[config.mk]
export PLATFORM = sky130hd
export DESIGN_NAME = control_sequencer
export DESIGN_NICKNAME = d
export VERILOG_FILES = /design/src/rtl/ctrl_pkg.sv /design/src/rtl/ctrl_decode.sv /design/src/rtl/control_sequencer.sv
export SDC_FILE = /design/constraint.sdc
export NUM_CORES = 1
export LEC_CHECK = 0
export CORE_UTILIZATION = 30
export DETAILED_ROUTE_END_ITERATION = 8
export GPL_TIMING_DRIVEN = 0
export PLACE_DENSITY = 0.75
export SYNTH_ARGS = -nofsm -noshare
export SYNTH_HDL_FRONTEND = slang
export SYNTH_SLANG_ARGS = --single-unit
[constraint.sdc]
create_clock -name Clk -period 2.9 [get_ports Clk]
set_input_delay 0.29 -clock Clk [delete_from_list [all_inputs] [get_ports Clk]]
set_output_delay 0.29 -clock Clk [all_outputs]
set_load 0.01 [all_outputs]
[src/rtl/ctrl_pkg.sv]
// Shared types and datapath select encodings for the multi-cycle control sequencer.
// The FAULT state only exists when CTRL_MEM_TIMEOUT_EN is defined.
package ctrl_pkg;

  typedef enum logic [2:0] {
    ST_IDLE,
    ST_FETCH,
    ST_DECODE,
    ST_EXEC,
    ST_MEM,
    ST_WB,
    ST_HALT
`ifdef CTRL_MEM_TIMEOUT_EN
    ,
    ST_FAULT
`endif
  } stateT;

  // Opcodes 4'hB..4'hE are deliberately unassigned and execute as NOPs.
  typedef enum logic [3:0] {
    OP_ADD  = 4'h0,
    OP_SUB  = 4'h1,
    OP_AND  = 4'h2,
    OP_OR   = 4'h3,
    OP_LSL  = 4'h4,
    OP_LSR  = 4'h5,
    OP_LDR  = 4'h6,
    OP_STR  = 4'h7,
    OP_MOVI = 4'h8,
    OP_LDH  = 4'h9,
    OP_BEQZ = 4'hA,
    OP_HALT = 4'hF
  } opcodeT;

  typedef enum logic [2:0] {
    CLS_ALU,
    CLS_LOAD,
    CLS_STORE,
    CLS_MOVI,
    CLS_BRANCH,
    CLS_HALT,
    CLS_NOP
  } instrClassT;

  localparam logic [2:0] SRCA_READA   = 3'd0;
  localparam logic [2:0] SRCA_CONST64 = 3'd1;
  localparam logic [2:0] SRCA_ZERO    = 3'd2;

  localparam logic [1:0] SRCB_READB = 2'd0;
  localparam logic [1:0] SRCB_IMM   = 2'd1;
  localparam logic [1:0] SRCB_ZERO  = 2'd2;

  localparam logic [2:0] ALU_ADD = 3'd0;
  localparam logic [2:0] ALU_SUB = 3'd1;
  localparam logic [2:0] ALU_AND = 3'd2;
  localparam logic [2:0] ALU_OR  = 3'd3;
  localparam logic [2:0] ALU_LSL = 3'd4;
  localparam logic [2:0] ALU_LSR = 3'd5;

  function automatic logic isAluOp(input logic [3:0] op);
    return op <= OP_LSR;
  endfunction

endpackage

[src/rtl/ctrl_decode.sv]
// Combinational opcode decoder: instruction class, ALU operand selects and the
// memory/write-back needs that steer the sequencer through EXEC, MEM and WB.
module ctrl_decode
  import ctrl_pkg::*;
(
  input  logic [3:0] opcode,
  output instrClassT instrClass,
  output logic [2:0] srcA,
  output logic [1:0] srcB,
  output logic [2:0] aluOp,
  output logic       needsMem,
  output logic       needsWb
);

  always_comb begin
    instrClass = CLS_NOP;
    srcA       = SRCA_ZERO;
    srcB       = SRCB_ZERO;
    aluOp      = ALU_ADD;
    needsMem   = 1'b0;
    needsWb    = 1'b0;

    // The six register-register ops encode their ALU function directly in the opcode.
    if (isAluOp(opcode)) begin
      instrClass = CLS_ALU;
      srcA       = SRCA_READA;
      srcB       = SRCB_READB;
      aluOp      = opcode[2:0];
      needsWb    = 1'b1;
    end else begin
      case (opcode)
        OP_LDR: begin
          instrClass = CLS_LOAD;
          srcA       = SRCA_READA;
          srcB       = SRCB_ZERO;
          needsMem   = 1'b1;
          needsWb    = 1'b1;
        end
        OP_STR: begin
          instrClass = CLS_STORE;
          srcA       = SRCA_READA;
          srcB       = SRCB_ZERO;
          needsMem   = 1'b1;
        end
        OP_MOVI: begin
          instrClass = CLS_MOVI;
          srcA       = SRCA_ZERO;
          srcB       = SRCB_IMM;
          needsWb    = 1'b1;
        end
        OP_LDH: begin
          instrClass = CLS_LOAD;
          srcA       = SRCA_CONST64;
          srcB       = SRCB_IMM;
          needsMem   = 1'b1;
          needsWb    = 1'b1;
        end
        OP_BEQZ: begin
          instrClass = CLS_BRANCH;
          srcA       = SRCA_READA;
          srcB       = SRCB_ZERO;
          aluOp      = ALU_SUB;
        end
        OP_HALT: begin
          instrClass = CLS_HALT;
        end
        default: begin
          instrClass = CLS_NOP;
        end
      endcase
    end
  end

endmodule

[src/rtl/control_sequencer.sv]
// Multi-cycle control FSM (FETCH/DECODE/EXEC/MEM/WB) driving the 8-bit datapath.
// Defining CTRL_MEM_TIMEOUT_EN adds a MEM wait counter and a sticky FAULT state.
module control_sequencer
  import ctrl_pkg::*;
#(
  parameter int MEM_TIMEOUT = 16
) (
  input  logic       Clk,
  input  logic       Reset,
  input  logic       Start,
  input  logic [8:0] Instruction,
  input  logic       ALUZero,
  input  logic       DataMemAck,
  output logic [2:0] ALUSrcAControl,
  output logic [1:0] ALUSrcBControl,
  output logic [2:0] ALUOp,
  output logic       IRWrite,
  output logic       PCWrite,
  output logic       PCBranch,
  output logic       RegWrite,
  output logic       MemToReg,
  output logic       MemWrite,
  output logic       DataMemReq,
  output logic       Halted,
  output logic       Fault
);

  stateT      state;
  logic [3:0] opcodeReg;
  logic [4:0] immReg;

  instrClassT instrClass;
  logic [2:0] decSrcA;
  logic [1:0] decSrcB;
  logic [2:0] decAluOp;
  logic       needsMem;
  logic       needsWb;

  // The immediate itself travels through the datapath's IR; this copy is bookkeeping only.
  logic unusedImm;
  assign unusedImm = ^immReg;

`ifdef CTRL_MEM_TIMEOUT_EN
  localparam logic [7:0] TIMEOUT_LAST = 8'(MEM_TIMEOUT - 1);
  logic [7:0] memWaitCount;
`else
  localparam int unusedMemTimeout = MEM_TIMEOUT;
`endif

  ctrl_decode decode (
    .opcode     (opcodeReg),
    .instrClass (instrClass),
    .srcA       (decSrcA),
    .srcB       (decSrcB),
    .aluOp      (decAluOp),
    .needsMem   (needsMem),
    .needsWb    (needsWb)
  );

  always_ff @(posedge Clk) begin
    if (Reset) begin
      state     <= ST_IDLE;
      opcodeReg <= 4'd0;
      immReg    <= 5'd0;
`ifdef CTRL_MEM_TIMEOUT_EN
      memWaitCount <= 8'd0;
`endif
    end else begin
      case (state)
        ST_IDLE: begin
          if (Start) state <= ST_FETCH;
        end
        ST_FETCH: begin
          opcodeReg <= Instruction[8:5];
          immReg    <= Instruction[4:0];
          state     <= ST_DECODE;
        end
        ST_DECODE: begin
          if (instrClass == CLS_HALT)     state <= ST_HALT;
          else if (instrClass == CLS_NOP) state <= ST_FETCH;
          else                            state <= ST_EXEC;
        end
        ST_EXEC: begin
          if (needsMem) begin
            state <= ST_MEM;
`ifdef CTRL_MEM_TIMEOUT_EN
            memWaitCount <= 8'd0;
`endif
          end else if (needsWb) begin
            state <= ST_WB;
          end else begin
            state <= ST_FETCH;
          end
        end
        // An Ack in the last counted cycle still wins over the timeout.
        ST_MEM: begin
          if (DataMemAck) begin
            state <= needsWb ? ST_WB : ST_FETCH;
          end
`ifdef CTRL_MEM_TIMEOUT_EN
          else if (memWaitCount == TIMEOUT_LAST) begin
            state <= ST_FAULT;
          end else begin
            memWaitCount <= memWaitCount + 8'd1;
          end
`endif
        end
        ST_WB: begin
          state <= ST_FETCH;
        end
        ST_HALT: begin
          state <= ST_HALT;
        end
`ifdef CTRL_MEM_TIMEOUT_EN
        ST_FAULT: begin
          state <= ST_FAULT;
        end
`endif
        default: begin
          state <= ST_IDLE;
        end
      endcase
    end
  end

  // Outputs depend only on registered state and opcode (plus ALUZero for BEQZ).
  always_comb begin
    ALUSrcAControl = SRCA_ZERO;
    ALUSrcBControl = SRCB_ZERO;
    ALUOp          = ALU_ADD;
    IRWrite        = 1'b0;
    PCWrite        = 1'b0;
    PCBranch       = 1'b0;
    RegWrite       = 1'b0;
    MemToReg       = 1'b0;
    MemWrite       = 1'b0;
    DataMemReq     = 1'b0;
    Halted         = 1'b0;
    Fault          = 1'b0;

    case (state)
      ST_FETCH: begin
        IRWrite = 1'b1;
        PCWrite = 1'b1;
      end
      ST_EXEC: begin
        ALUSrcAControl = decSrcA;
        ALUSrcBControl = decSrcB;
        ALUOp          = decAluOp;
        if (instrClass == CLS_BRANCH) begin
          PCBranch = 1'b1;
          PCWrite  = ALUZero;
        end
      end
      ST_MEM: begin
        ALUSrcAControl = decSrcA;
        ALUSrcBControl = decSrcB;
        ALUOp          = decAluOp;
        DataMemReq     = 1'b1;
        MemWrite       = (instrClass == CLS_STORE);
      end
      ST_WB: begin
        RegWrite = 1'b1;
        MemToReg = (instrClass == CLS_LOAD);
      end
      ST_HALT: begin
        Halted = 1'b1;
      end
`ifdef CTRL_MEM_TIMEOUT_EN
      ST_FAULT: begin
        Halted = 1'b1;
        Fault  = 1'b1;
      end
`endif
      default: begin
      end
    endcase
  end

endmodule
Word level (Yosys, flattened, before mapping)
Cells that the tools add are included.
{"block": "word_totals", "ff_bits": 7, "latchBits": 0, "mem_bits_rw": 0, "mem_bits_ro": 0, "in_bits": 14, "output_inout_bits": 17, "wordCells": 62, "n_memories": 0}
{"block": "op_classes", "n_addsub": 0, "multipliers": 0, "div_mod_pow": 0, "magnitude_cmp": 1, "n_eq_ne": 19, "shift": 0, "mux": 32, "bitwise": 0, "reduce_logical": 8}
{"operator": "3-bit two-way mux", "count": 10}
{"operator": "3-bit one-hot mux with 7 select lines", "count": 1}
{"operator": "3-bit == test, second input constant", "count": 6}
{"operator": "4-bit == test, second input constant", "count": 4}
{"operator": "3-bit one-hot mux with 5 select lines", "count": 1}
{"operator": "1-bit two-way mux", "count": 14}
{"operator": "3-bit by 2-bit == test with 1-bit output, second input constant", "count": 3}
{"operator": "3-bit OR reduction", "count": 3}
{"operator": "4-bit by 3-bit == test with 1-bit output, second input constant", "count": 2}
{"operator": "2-bit two-way mux", "count": 4}
{"operator": "3-bit by 1-bit == test with 1-bit output, second input constant", "count": 2}
{"operator": "2-bit OR reduction", "count": 3}
{"operator": "4-bit by 3-bit <= comparator with 1-bit output, second input constant", "count": 1}
{"operator": "2-bit != test, second input constant", "count": 2}
{"operator": "2-bit one-hot mux with 2 select lines", "count": 1}
{"operator": "3-bit logical NOT", "count": 1}
{"operator": "1-bit one-hot mux with 2 select lines", "count": 1}
{"operator": "2-bit AND reduction", "count": 1}

Logic depth before layout (Yosys ltp)
Gate-level depths: netlist (run 1).
{"block": "logic_depth", "depth_word": 8, "ltp_mapped": 6, "mapped_depth_nobuf": 5}

By module
From an unflattened synthesis (run 1), not the netlist that was laid out.
{"block": "hier_totals", "cells_unflattened": 93, "area_unflattened_um2": 686.9}
{"mod": "control_sequencer", "instances": 1, "cells_each": 61, "area_each_um2": 489.2, "seq_area_each_um2": 140.1}
{"mod": "ctrl_decode", "instances": 1, "cells_each": 32, "area_each_um2": 197.7, "seq_area_each_um2": 0.0}

Least setup slack after synthesis (run 1)
No wires, ideal clock.
{"block": "synth_path", "kind": "reg2out", "startpoint": "register opcodeReg[0]", "endpoint": "output port MemToReg", "arrival_time_ps": 1212, "required_time_ps": 2610, "slack_ps": 1398, "stages_incl_launch_ff": 6, "path_buffers": 1, "cell_sequence": "dfxtp_1 buf_6 inv_4 or4_4 o21ai_0 and2_1"}
{"block": "synth_between", "elab_chain_cells": 6, "elab_cells_between_ends": 12, "cone_classes": "order compare (1); eq/ne (7); mux (3); reduce/logical (1)"}
{"element": "start, declared", "line": "control_sequencer.sv:29", "text": "logic [3:0] opcodeReg;"}
{"element": "start signal, assigned", "line": "control_sequencer.sv:74", "text": "opcodeReg <= Instruction[8:5];"}
{"element": "4-bit by 3-bit == test with 1-bit output or 4-bit == test (tied branches)", "line": "ctrl_decode.sv:31", "text": "case (opcode)"}
{"element": "2-bit OR reduction (no source line)"}
{"element": "3-bit one-hot mux with 5 select lines", "line": "ctrl_decode.sv:31"}
{"element": "3-bit two-way mux *", "line": "ctrl_decode.sv:24", "text": "if (isAluOp(opcode)) begin"}
{"element": "3-bit by 1-bit == test with 1-bit output *", "line": "control_sequencer.sv:164", "text": "MemToReg = (instrClass == CLS_LOAD);"}
{"element": "1-bit two-way mux *", "line": "control_sequencer.sv:141", "text": "case (state)"}
{"element": "end, declared", "line": "control_sequencer.sv:21", "text": "output logic MemToReg,"}
Mark *: on every way between the ends. The rest lies on a longest branch, timed or not.

Worst setup path after layout (run 1)
Ends and elaborated chain as after synthesis.

==> results.md, run 1 <==
Cells and area:
- Leaving out fill and tap cells, the most frequent cell in the layout is clkdlybuf4s50_1.
- The footprint of the multi-input gates is 380 um2.
- Summing all flip-flop and latch instances after layout gives 140 um2.
- 0 antenna diodes ended up in the layout.
- In the final design database the tool counted 128 nets.
- In the layout the commonest cells are 23 x clkdlybuf4s50_1, 10 x nand2_1, 8 x a21oi_1, 7 x o21ai_0, 7 x dfxtp_1.
- Relative to the synthesized area, the layout overhead comes to 47.8%.
- Fill cells in the final layout number 217.
- Of the cells placed in the final design, the portion with a size suffix greater than 1 is 16.8%.

Critical path:
- Data on the critical path is required at its endpoint by 2.61 ns.
- The critical path in this run is classified as reg -> out.
- The worst setup path is launched from a flop.
- The critical path data arrival time is 2.02 ns.
- Along the worst path, the maximum fanout reaches 8.
- The type of destination of the critical path is a primary output.

Die:
- The width of the die is 47.3 um.
- The standard-cell row count is 16.
- During I/O placement, the number of pins put on the boundary was 31.
- The y dimension of the die is 47.3 um.
- The initial core utilization is 31.7%.
- The area of the die is 0.00224 mm2.
- The region available for standard cell placement spans 0.00194 mm2.

Clocking:
- The level count of the clock H-tree is 1.
- After clock tree synthesis, the clock-pin slew on the worst setup and hold paths is 0.06 ns.
- For this design, the sink count on the clock tree is 7.
- The cts-stage hold buffer count is 0.
- The CTS tree is yes.
- Once the clock tree was built, the setup fixing pass inserted 0 buffers.
- Gates resized during post-CTS repair numbered 0.
- The number of clock buffers added by TritonCTS is 3.
- The maximum root-to-sink buffer count is 2.
- The root buffer cell is clkbuf_4.
- The clock reaches the later pin of the worst-skew pair after 0.25 ns.

Route:
- For this run, design rule violations remaining after detail routing come to 0.
- After detailed routing, the number of vias per cell comes to 4.79.
- The DRC marker count from the first detailed-route iteration is 17.
- The routed wirelength normalized by instance count is 10.9 um.
- For this block, the via count after detailed routing is 671.
- In this run the remaining antenna-violating nets after routing total 0.
- The sum of routed wire length over all layers is 1.52 mm.
- The number of iterations in the first detailed-routing pass is 8.

Logic synthesis:
- The async set-or-reset flop fraction in the synthesized netlist is 0%.
- The most used flip-flop cell after synthesis is dfxtp_1.
- The sequential share of the synthesized area is 22.8%.
- Summing every instance area after synthesis gives 616 um2.
- During synthesis, Yosys emitted a total of 0 warnings.
- The number of different library cells used by synthesis comes to 38.
- Ranked by total cell area, the synthesized netlist is headed by dfxtp_1 23%, a21oi_1 6.5%, buf_4 6.1%.
- Each instance of the synthesized netlist takes up on average 7.24 um2.
- Synthesis produced 85 cells.
- The count of flip-flops with a built-in enable after synthesis is 0.
- After synthesis the netlist holds a flip-flop and latch count of 7.
- The synthesized design devotes to its leading area cell type 22.8% of total area.
- The post-synthesis cell type with the largest combined area is dfxtp_1.

Power:
- The total power is 0.000354 W.
- VDD sags by at most 0.220 mV.
- Summed over all cells, the static leakage comes to 0.334 nW.
- For this design the ratio of total power to cell area is 390 mW/mm2.

Global routing:
- The number of antenna violations at the first check in global routing is 0.
- Entering global routing, the biggest net connects 11 pins.
- The via count of the first global-routing pass is 526.
- For this run the aggregate overflow at the end of global routing stands at 0.
- The first global-routing pass estimated 2.32 mm of wire.
- The total routing resource utilization after global routing is 14.9%.

Timing:
- The highest attainable clock frequency is 0.433 GHz.
- Setup repair after global routing left no endpoint under its margin.
- Clock skew on the completed layout was measured at 0.00693 ns.
- The routed design could run at a clock period as short as 2.31 ns.
- The final-report hold violation count came to 0.
- The setup violation total in the final timing report is 0.
- The share of the clock period used by the worst path after layout is 79.6%.
- Summed over all failing endpoints, the final setup total negative slack is 0 ns.
- The max-slew violation count is 0.

Place:
- The HPWL reported at the end of detailed placement is 1.16 mm.
- Routability-driven placement finished with a final weighted congestion of 0.848.
- Port buffering added 23 buffers.

Min path:
- The type of the tightest min-delay check is in -> reg.

Flow run:
- Max-cap violations in this run came to 0.

Run status:
- The flow ran to the end, and the final reports show no timing, DRC or antenna violations.
-- state kept, by name (all words and copies together), names as in the netlist --
name,flops
opcodeReg,4
state,3
-- per-stage QoR --
step                area (um2)  cells  hold slack, ns  utilization (%)  worst slack [ns]
floorplan                  619     86           0.359                -              1.40
global placement           883    136           0.604             45.5             0.870
detailed placement         883    136           0.621             45.5             0.855
CTS                        910    140           0.588             46.8             0.579
global route               910    140           0.608             46.8             0.464
finish                     910    140           0.589             46.8             0.591
-- where the power goes --
group	internal [W]	leakage [nW]	switching, W
logic	0.0000703	0.262	0.0000790
registers	0.000107	0.0573	0.00000902
clock network	0.0000525	0.0150	0.0000363
total	0.000230	0.334	0.000124
-- path summary, 6_finish.rpt --
| kind | from | to | slack [ns] | cells after the start |
|---|---|---|---|---|
| max reg2reg | opcodeReg[0] | state[0] | 1.47 | 5 |
| min reg2reg | opcodeReg[0] | opcodeReg[0] | 0.63 | 3 |
| min | Instruction[7] | opcodeReg[2] | 0.59 | 3 |
| max | opcodeReg[0] | MemToReg | 0.59 | 6 |
-- worst max-delay path: stages, from the launching register on --
cell and delay (ns):
dfxtp_1 0.32, buf_6 0.13, inv_4 0.04, or4_4 0.51, o21ai_0 0.09, and2_1 0.14
clkdlybuf4s50_1 0.53
-- kinds of logic (layout without fill, tap and decap cells) --
family | count (synthesis) | in the layout | share of synthesized area [%]
other | 1 | 2 | 0.609
muxes | 2 | 2 | 3.46
DFF | 7 | 7 | 22.8
xor gates and xnor gates | 2 | 2 | 2.85
AOI/OAI and AO/OA | 27 | 27 | 27.4
buffers and inverters | 16 | 43 | 16.1
and+or+nand+nor | 30 | 30 | 26.8
-- synth_stat cells (2+ instances only) --
master   number
a21oi_1       8
a31oi_1       2
buf_2         2
buf_4         5
buf_6         2
dfxtp_1       7
inv_1         3
inv_2         2
nand2_1      10
nand3_1       2
nor2_1        4
nor3_1        3
nor4_1        3
o21ai_0       7
xnor2_1       2
-- final cells by class --
type	instances	area share (%)
multi-input cells	63	41.8
plain buffers	9	7.70
flip-flops and latches	7	15.4
inverters	7	3.16
well taps	27	3.71
repair buffers	23	25.3
clock buffers	4	2.89
-- metal layers --
metal | routed length [um] | GRT usage [%]
met1 | 745 | 19.6
met2 | 706 | 22.7
met3 | 72 | 4.62
met4 | 0 | 5.14
met5 | 0 | 0
(Power assumes the default switching activity.)
==> inputs of run 2 (changes only) <==
==> constraint.sdc (replaced) <==
create_clock -name Clk -period 2.4 [get_ports Clk]
set_input_delay 0.24 -clock Clk [delete_from_list [all_inputs] [get_ports Clk]]
set_output_delay 0.24 -clock Clk [all_outputs]
set_load 0.01 [all_outputs]
==> results of run 2 <==
The final DEF is identical to that of run 1. Status: completed.
Among the figures that moved: setup slack after placement 0.855 ns -> 0.405 ns; setup slack after layout 0.591 ns -> 0.141 ns; hold slack 0.589 ns -> 0.539 ns; register-to-register setup slack 1.47 ns -> 0.97 ns; total power 0.000354 W -> 0.000428 W; worst IR drop on VDD 0.220 mV -> 0.266 mV
==> inputs of run 3 (changes only) <==
--- a/config.mk
+++ b/config.mk
@@ -5,6 +5,7 @@
 export SDC_FILE = /design/constraint.sdc
 export NUM_CORES = 1
 export LEC_CHECK = 0
+export CAP_MARGIN = 25
 export CORE_UTILIZATION = 30
 export DETAILED_ROUTE_END_ITERATION = 8
 export GPL_TIMING_DRIVEN = 0
==> results of run 3 <==
The final DEF is identical to that of run 1. Status: completed.
Among the figures that moved: setup slack after placement 0.855 ns -> 0.405 ns; setup slack after layout 0.591 ns -> 0.141 ns; hold slack 0.589 ns -> 0.539 ns; register-to-register setup slack 1.47 ns -> 0.97 ns; total power 0.000354 W -> 0.000428 W; worst IR drop on VDD 0.220 mV -> 0.266 mV
